## config.mk

```make
export PLATFORM = sky130hd
export DESIGN_NAME = writeback_arbiter
export DESIGN_NICKNAME = d
export VERILOG_FILES = /design/src/rtl/writeback_arbiter.sv
export SDC_FILE = /design/constraint.sdc
export NUM_CORES = 1
export LEC_CHECK = 0
export ABC_AREA = 1
export ABC_CLOCK_PERIOD_IN_PS = 4800
export BUFFER_PORTS_ARGS = -buffer_cell sky130_fd_sc_hd__buf_2
export CAP_MARGIN = 30
export CORE_MARGIN = 5
export CORE_UTILIZATION = 50
export DETAILED_ROUTE_END_ITERATION = 8
export MAX_ROUTING_LAYER = met4
export PLACE_DENSITY_LB_ADDON = 0.15
export SETUP_SLACK_MARGIN = 0.5
export SYNTH_ARGS = -nofsm -noshare
export SYNTH_HDL_FRONTEND = slang
export SYNTH_SLANG_ARGS = --single-unit
```

## constraint.sdc

```tcl
create_clock -name clk -period 4.8 [get_ports clk]
set_clock_uncertainty 0.2 [all_clocks]
set_input_delay 0.96 -clock clk [delete_from_list [all_inputs] [get_ports clk]]
set_output_delay 0.96 -clock clk [all_outputs]
set_load 0.005 [all_outputs]
```

## src/rtl/writeback_arbiter.sv

```systemverilog
// writeback_arbiter
//   Collects results from three execution units (alu=0, lsu=1, br=2), buffers
//   each in its own small FIFO, and retires up to two FIFO heads per cycle onto
//   the two register-file write ports, rotating priority round-robin.
//
// Ports
//   clk, reset            clock, synchronous active-high reset
//   flush_i               empties all FIFOs and kills the next wb cycle
//   <u>_in_*_i / _o       valid/ready result channel per unit (dest, data, rob)
//   wb<k>_*_o             write port k: valid, dest, data, rob
//   stall_cnt_o           backpressure cycle counter (only with WB_STALL_CNT_EN)
//
// Configuration macro: WB_STALL_CNT_EN
module writeback_arbiter #(
  parameter int DATA_WIDTH = 32,
  parameter int PREG_WIDTH = 7,
  parameter int ROB_WIDTH  = 5,
  parameter int FIFO_DEPTH = 2
) (
  input  logic                  clk,
  input  logic                  reset,
  input  logic                  flush_i,
  input  logic                  alu_in_valid_i,
  output logic                  alu_in_ready_o,
  input  logic [PREG_WIDTH-1:0] alu_in_dest_i,
  input  logic [DATA_WIDTH-1:0] alu_in_data_i,
  input  logic [ROB_WIDTH-1:0]  alu_in_rob_i,
  input  logic                  lsu_in_valid_i,
  output logic                  lsu_in_ready_o,
  input  logic [PREG_WIDTH-1:0] lsu_in_dest_i,
  input  logic [DATA_WIDTH-1:0] lsu_in_data_i,
  input  logic [ROB_WIDTH-1:0]  lsu_in_rob_i,
  input  logic                  br_in_valid_i,
  output logic                  br_in_ready_o,
  input  logic [PREG_WIDTH-1:0] br_in_dest_i,
  input  logic [DATA_WIDTH-1:0] br_in_data_i,
  input  logic [ROB_WIDTH-1:0]  br_in_rob_i,
  output logic                  wb0_valid_o,
  output logic [PREG_WIDTH-1:0] wb0_dest_o,
  output logic [DATA_WIDTH-1:0] wb0_data_o,
  output logic [ROB_WIDTH-1:0]  wb0_rob_o,
  output logic                  wb1_valid_o,
  output logic [PREG_WIDTH-1:0] wb1_dest_o,
  output logic [DATA_WIDTH-1:0] wb1_data_o,
  output logic [ROB_WIDTH-1:0]  wb1_rob_o
`ifdef WB_STALL_CNT_EN
  ,
  output logic [31:0]           stall_cnt_o
`endif
);

  localparam int NCH   = 3;
  localparam int PTR_W = $clog2(FIFO_DEPTH);
  localparam int CNT_W = PTR_W + 1;

  function automatic logic [1:0] next_ch(input logic [1:0] c);
    return (c == 2'd2) ? 2'd0 : c + 2'd1;
  endfunction

  logic [NCH-1:0]        in_valid;
  logic [NCH-1:0]        in_ready;
  logic [NCH-1:0]        enq;
  logic [NCH-1:0]        deq;
  logic [NCH-1:0]        nonempty;
  logic [PREG_WIDTH-1:0] in_dest [NCH];
  logic [DATA_WIDTH-1:0] in_data [NCH];
  logic [ROB_WIDTH-1:0]  in_rob  [NCH];

  logic [PREG_WIDTH-1:0] dest_mem_q [NCH][FIFO_DEPTH];
  logic [DATA_WIDTH-1:0] data_mem_q [NCH][FIFO_DEPTH];
  logic [ROB_WIDTH-1:0]  rob_mem_q  [NCH][FIFO_DEPTH];
  logic [PTR_W-1:0]      wr_ptr_q   [NCH];
  logic [PTR_W-1:0]      rd_ptr_q   [NCH];
  logic [CNT_W-1:0]      count_q    [NCH];

  logic [PREG_WIDTH-1:0] head_dest [NCH];
  logic [DATA_WIDTH-1:0] head_data [NCH];
  logic [ROB_WIDTH-1:0]  head_rob  [NCH];

  logic [1:0] rr_q, rr_d;
  logic       g0_vld, g1_vld;
  logic [1:0] g0_ch, g1_ch;

  logic                  wb0_valid_q, wb1_valid_q;
  logic [PREG_WIDTH-1:0] wb0_dest_q, wb1_dest_q, w0_dest, w1_dest;
  logic [DATA_WIDTH-1:0] wb0_data_q, wb1_data_q, w0_data, w1_data;
  logic [ROB_WIDTH-1:0]  wb0_rob_q, wb1_rob_q, w0_rob, w1_rob;

  assign in_valid   = {br_in_valid_i, lsu_in_valid_i, alu_in_valid_i};
  assign in_dest[0] = alu_in_dest_i;
  assign in_dest[1] = lsu_in_dest_i;
  assign in_dest[2] = br_in_dest_i;
  assign in_data[0] = alu_in_data_i;
  assign in_data[1] = lsu_in_data_i;
  assign in_data[2] = br_in_data_i;
  assign in_rob[0]  = alu_in_rob_i;
  assign in_rob[1]  = lsu_in_rob_i;
  assign in_rob[2]  = br_in_rob_i;

  always_comb begin
    in_ready = '0;
    enq      = '0;
    nonempty = '0;
    for (int c = 0; c < NCH; c++) begin
      // Ready looks only at registered occupancy, so a same-cycle dequeue
      // never opens up a slot early.
      in_ready[c]  = !reset && !flush_i && (count_q[c] != CNT_W'(FIFO_DEPTH));
      // Writes to p0 are architecturally void: accept but do not buffer.
      enq[c]       = in_valid[c] && in_ready[c] && (in_dest[c] != '0);
      nonempty[c]  = (count_q[c] != '0);
      head_dest[c] = dest_mem_q[c][rd_ptr_q[c]];
      head_data[c] = data_mem_q[c][rd_ptr_q[c]];
      head_rob[c]  = rob_mem_q[c][rd_ptr_q[c]];
    end
  end

  assign alu_in_ready_o = in_ready[0];
  assign lsu_in_ready_o = in_ready[1];
  assign br_in_ready_o  = in_ready[2];

  // Round-robin scan from rr; first hit goes to wb0, second to wb1.
  always_comb begin
    logic [1:0] ch;
    g0_vld = 1'b0;
    g1_vld = 1'b0;
    g0_ch  = 2'd0;
    g1_ch  = 2'd0;
    ch     = rr_q;
    for (int k = 0; k < NCH; k++) begin
      if (nonempty[ch] && !flush_i) begin
        if (!g0_vld) begin
          g0_vld = 1'b1;
          g0_ch  = ch;
        end else if (!g1_vld) begin
          g1_vld = 1'b1;
          g1_ch  = ch;
        end
      end
      ch = next_ch(ch);
    end

    if (g1_vld)      rr_d = next_ch(g1_ch);
    else if (g0_vld) rr_d = next_ch(g0_ch);
    else             rr_d = rr_q;

    deq     = '0;
    w0_dest = head_dest[2];
    w0_data = head_data[2];
    w0_rob  = head_rob[2];
    w1_dest = head_dest[2];
    w1_data = head_data[2];
    w1_rob  = head_rob[2];
    for (int c = 0; c < NCH; c++) begin
      deq[c] = (g0_vld && g0_ch == 2'(c)) || (g1_vld && g1_ch == 2'(c));
      if (g0_ch == 2'(c)) begin
        w0_dest = head_dest[c];
        w0_data = head_data[c];
        w0_rob  = head_rob[c];
      end
      if (g1_ch == 2'(c)) begin
        w1_dest = head_dest[c];
        w1_data = head_data[c];
        w1_rob  = head_rob[c];
      end
    end
  end

  // Storage needs no reset: occupancy alone decides what is live.
  always_ff @(posedge clk) begin
    for (int c = 0; c < NCH; c++) begin
      if (enq[c]) begin
        dest_mem_q[c][wr_ptr_q[c]] <= in_dest[c];
        data_mem_q[c][wr_ptr_q[c]] <= in_data[c];
        rob_mem_q[c][wr_ptr_q[c]]  <= in_rob[c];
      end
    end
  end

  always_ff @(posedge clk) begin
    if (reset) begin
      for (int c = 0; c < NCH; c++) begin
        wr_ptr_q[c] <= '0;
        rd_ptr_q[c] <= '0;
        count_q[c]  <= '0;
      end
      rr_q        <= 2'd0;
      wb0_valid_q <= 1'b0;
      wb0_dest_q  <= '0;
      wb0_data_q  <= '0;
      wb0_rob_q   <= '0;
      wb1_valid_q <= 1'b0;
      wb1_dest_q  <= '0;
      wb1_data_q  <= '0;
      wb1_rob_q   <= '0;
    end else if (flush_i) begin
      for (int c = 0; c < NCH; c++) begin
        wr_ptr_q[c] <= '0;
        rd_ptr_q[c] <= '0;
        count_q[c]  <= '0;
      end
      wb0_valid_q <= 1'b0;
      wb1_valid_q <= 1'b0;
    end else begin
      for (int c = 0; c < NCH; c++) begin
        if (enq[c]) wr_ptr_q[c] <= wr_ptr_q[c] + PTR_W'(1);
        if (deq[c]) rd_ptr_q[c] <= rd_ptr_q[c] + PTR_W'(1);
        count_q[c] <= count_q[c] + CNT_W'(enq[c]) - CNT_W'(deq[c]);
      end
      rr_q        <= rr_d;
      wb0_valid_q <= g0_vld;
      wb1_valid_q <= g1_vld;
      if (g0_vld) begin
        wb0_dest_q <= w0_dest;
        wb0_data_q <= w0_data;
        wb0_rob_q  <= w0_rob;
      end
      if (g1_vld) begin
        wb1_dest_q <= w1_dest;
        wb1_data_q <= w1_data;
        wb1_rob_q  <= w1_rob;
      end
    end
  end

  assign wb0_valid_o = wb0_valid_q;
  assign wb0_dest_o  = wb0_dest_q;
  assign wb0_data_o  = wb0_data_q;
  assign wb0_rob_o   = wb0_rob_q;
  assign wb1_valid_o = wb1_valid_q;
  assign wb1_dest_o  = wb1_dest_q;
  assign wb1_data_o  = wb1_data_q;
  assign wb1_rob_o   = wb1_rob_q;

`ifdef WB_STALL_CNT_EN
  logic        any_stall;
  logic [31:0] stall_cnt_q;

  assign any_stall = |(in_valid & ~in_ready);

  // Flush leaves the counter alone; it saturates rather than wrapping.
  always_ff @(posedge clk) begin
    if (reset)                                   stall_cnt_q <= '0;
    else if (any_stall && stall_cnt_q != '1)     stall_cnt_q <= stall_cnt_q + 32'd1;
  end

  assign stall_cnt_o = stall_cnt_q;
`endif

endmodule

```

==> out/qor.yml <==
grt:
  grt_pass1_vias: 10260
  grt_usage_pct: 25.1
  grt_max_degree: 56
  grt_antenna_before_repair: 1
  grt_overflow: 0
  grt_pass1_wl_um: 62900
placed_design:
  dp_cells: 1921
  hpwl_um: 28900
  place_ws_ns: 1.04
  gp_congestion: 0.945
  numPortBuffers: 230
  placed_cell_area_mm2: 0.0168
die:
  chipHeight_um: 185
  io_pins: 231
  fp.dieW_um: 185
  num_rows: 64
  dieArea_mm2: 0.0342
  start_util_pct: 50.4
  fp.coreArea_mm2: 0.0303
logic_synthesis:
  avgSynthCellArea_um2: 11.4
  synth_edf_count: 276
  synthAdderAreaFrac_pct: 0.491
  synth_compound_area_share_pct: 7.59
  synth_area_mm2: 0.0153
  synthMuxAreaShare_pct: 6.51
  ys_seq_area_share_pct: 66.3
  ys_ff_latch: 368
  synth_async_sr_flop_share_pct: 0
  ys_types: 38
  synth_warnings: 0
  synthCells: 1340
  synthTopCellsByArea: "edfxtp_1, dfxtp_1, nand2_1"
  yosysMostFrequentCell: "nand2_1"
  synth.largest_area_cell: "edfxtp_1"
  yosys_most_used_dff: "edfxtp_1"
  synthSimpleGateAreaFrac_pct: 14.6
  yosysTopAreaCellShare_pct: 54.2
  synth_top_family_by_area: "simple AND/OR/NAND/NOR gates"
  synth_common_cells: "nand2_1, edfxtp_1, a21oi_1, dfxtp_1, mux2_2"
  synthXorXnorAreaFrac_pct: 0.172
cts:
  cts_setup_buffers: 0
  clk_pin_slew_worst_paths_ns: 0.06
  ctsLongestPathBuffers: 3
  cts_sinks: 368
  cts_hold_repair.buffers: 0
  cts_tree: "yes"
  ctsResizeCount: 0
  clock_insertion_delay_worst_skew_ns: 0.52
  htreeDepth: 2
  cts_made_buffers: 39
  ctsRootBufferMaster: "clkbuf_16"
critical_path:
  start_kind: "flop"
  r2r_setup_slack_ns: 1.53
  arrival_ns: 3.44
  path_max_fanout: 19
  cp_data_required_time_ns: 4.96
  end_kind: "flop"
  path_class: "reg -> reg"
power_and_ir_drop:
  power.density_mw_per_mm2: 609
  cellLeakagePower_nw: 7.41
  power_mw: 11.1
  ir_drop_mv: 0.436
sta:
  fin_crit_sh_pct: 68.2
  hold-worst-slack_ns: 0.262
  min_period_ns: 3.27
  max_freq_mhz: 306
  slew_headroom_pct: 40.4
  finalHoldViolCount: 0
  setup_viol: 0
  tightest_slew_ns: 0.895
  rsz0062_at_grt: "false"
  final.setup.worst_slack_ns: 1.53
  tns_ns: 0
  slew_violations: 0
cells_and_area:
  final_cells: 1993
  drive_gt1_share_pct: 27.7
  num-fill-cells: 2519
  register_area_mm2: 0.0101
  syn2layout_area_growth_pct: 18.9
  final_area_mm2: 0.0182
  finish.utilization_pct: 59.9
  multi_input_area_mm2: 0.00455
  layout.nets: 1710
detailed_routing:
  drt_wl_total_um: 42300
  firstDrtPassIters: 5
  ant_nets: 0
  wire_per_inst_um: 21.2
  drc: 0
  vias: 11007
  drt_iter0_drc: 1053
  routed_via_density: 5.52
min_path:
  min_path_type: "reg -> reg"
run_status:
  status: "finished clean"
run:
  cap_violations: 0
-- flip-flops by register name (all words and copies together), names as in the netlist --
signal and flops:
wb1_dest_o 7, wb1_rob_o 5, wb1_valid_o 1, data_mem_q 192, rob_mem_q 30, wb1_data_o 32
wb0_valid_o 1, rd_ptr_q 3, wb0_rob_o 5, wb0_dest_o 7, wb0_data_o 32, dest_mem_q 42
wr_ptr_q 3, rr_q 2, count_q 6
-- placed cells by master (no fill, tap or decap), types with 8 or more instances in the layout --
master and count:
o21a_1 10, mux2_2 83, clkbuf_16 43, dfxtp_1 92, or2_2 14, nand3_1 64
buf_2 230, inv_2 12, o21ai_0 48, edfxtp_1 276, nor2_4 10, a31oi_1 49
inv_1 64, a21oi_1 102, nor2_1 16, nand2_1 369, buf_4 20, or2_1 8
-- worst paths after layout --
path,start,to,cells past startpoint
worst max-delay path,rr_q[1]$_SDFFE_PP0P_,count_q[0][1]$_SDFFCE_PN0P_,18
worst min register to register,wb1_data_o[31]$_SDFFE_PP0P_,wb1_data_o[31]$_SDFFE_PP0P_,2
worst min-delay path,wb1_data_o[31]$_SDFFE_PP0P_,wb1_data_o[31]$_SDFFE_PP0P_,2
worst max register to register,rr_q[1]$_SDFFE_PP0P_,count_q[0][1]$_SDFFCE_PN0P_,18
-- report_power, final --
group / switching, mW / leakage, nW / internal (mW)
Combinational: 2.48 / 3.47 / 1.31
Sequential: 0.293 / 3.28 / 3.83
Clock: 1.21 / 0.656 / 1.95
Total: 3.98 / 7.41 / 7.09
-- kinds of logic after synthesis --
group                    count (synthesis)
AND/OR/NAND/NOR                        510
flip-flops                             368
AO/OA/AOI/OAI                          213
buffers and inverters                  150
multiplexers                            89
adder cells (fa/ha/maj)                  6
XOR/XNOR                                 3
other                                    1
-- metal layers --
metal  up-vias  GRT usage [%]  wire [µm]
met5         -              -          0
met2       590           33.9      17600
met4         0           5.61        964
met1      5241           39.3      19200
met3        70           4.97       4470
li1       5106              -          -
-- worst max-delay path: stages, from the launching register on --
cell,delay (ns)
dfxtp_1,0.58
nor2_4,0.10
nand2_1,0.09
nand2_2,0.06
nor2_4,0.19
nand2_4,0.07
nand2_4,0.13
inv_2,0.06
nand3_2,0.07
nand3_4,0.23
nor2_8,0.16
inv_1,0.05
o21ai_1,0.18
ha_1,0.26
inv_1,0.05
ha_1,0.15
xnor2_1,0.08
or2_2,0.28
a21oi_1,0.12
-- layout make-up --
class / count / share of cell area [%]
Clock buffer: 50 / 6.06
Sequential cell: 368 / 55.7
Inverter: 78 / 1.61
Tap cell: 396 / 2.73
Clock inverter: 21 / 1.45
Multi-Input combinational cell: 827 / 25.0
Antenna cell: 1 / 0.0138
Timing Repair Buffer: 252 / 7.38
(Power assumes the default switching activity.)
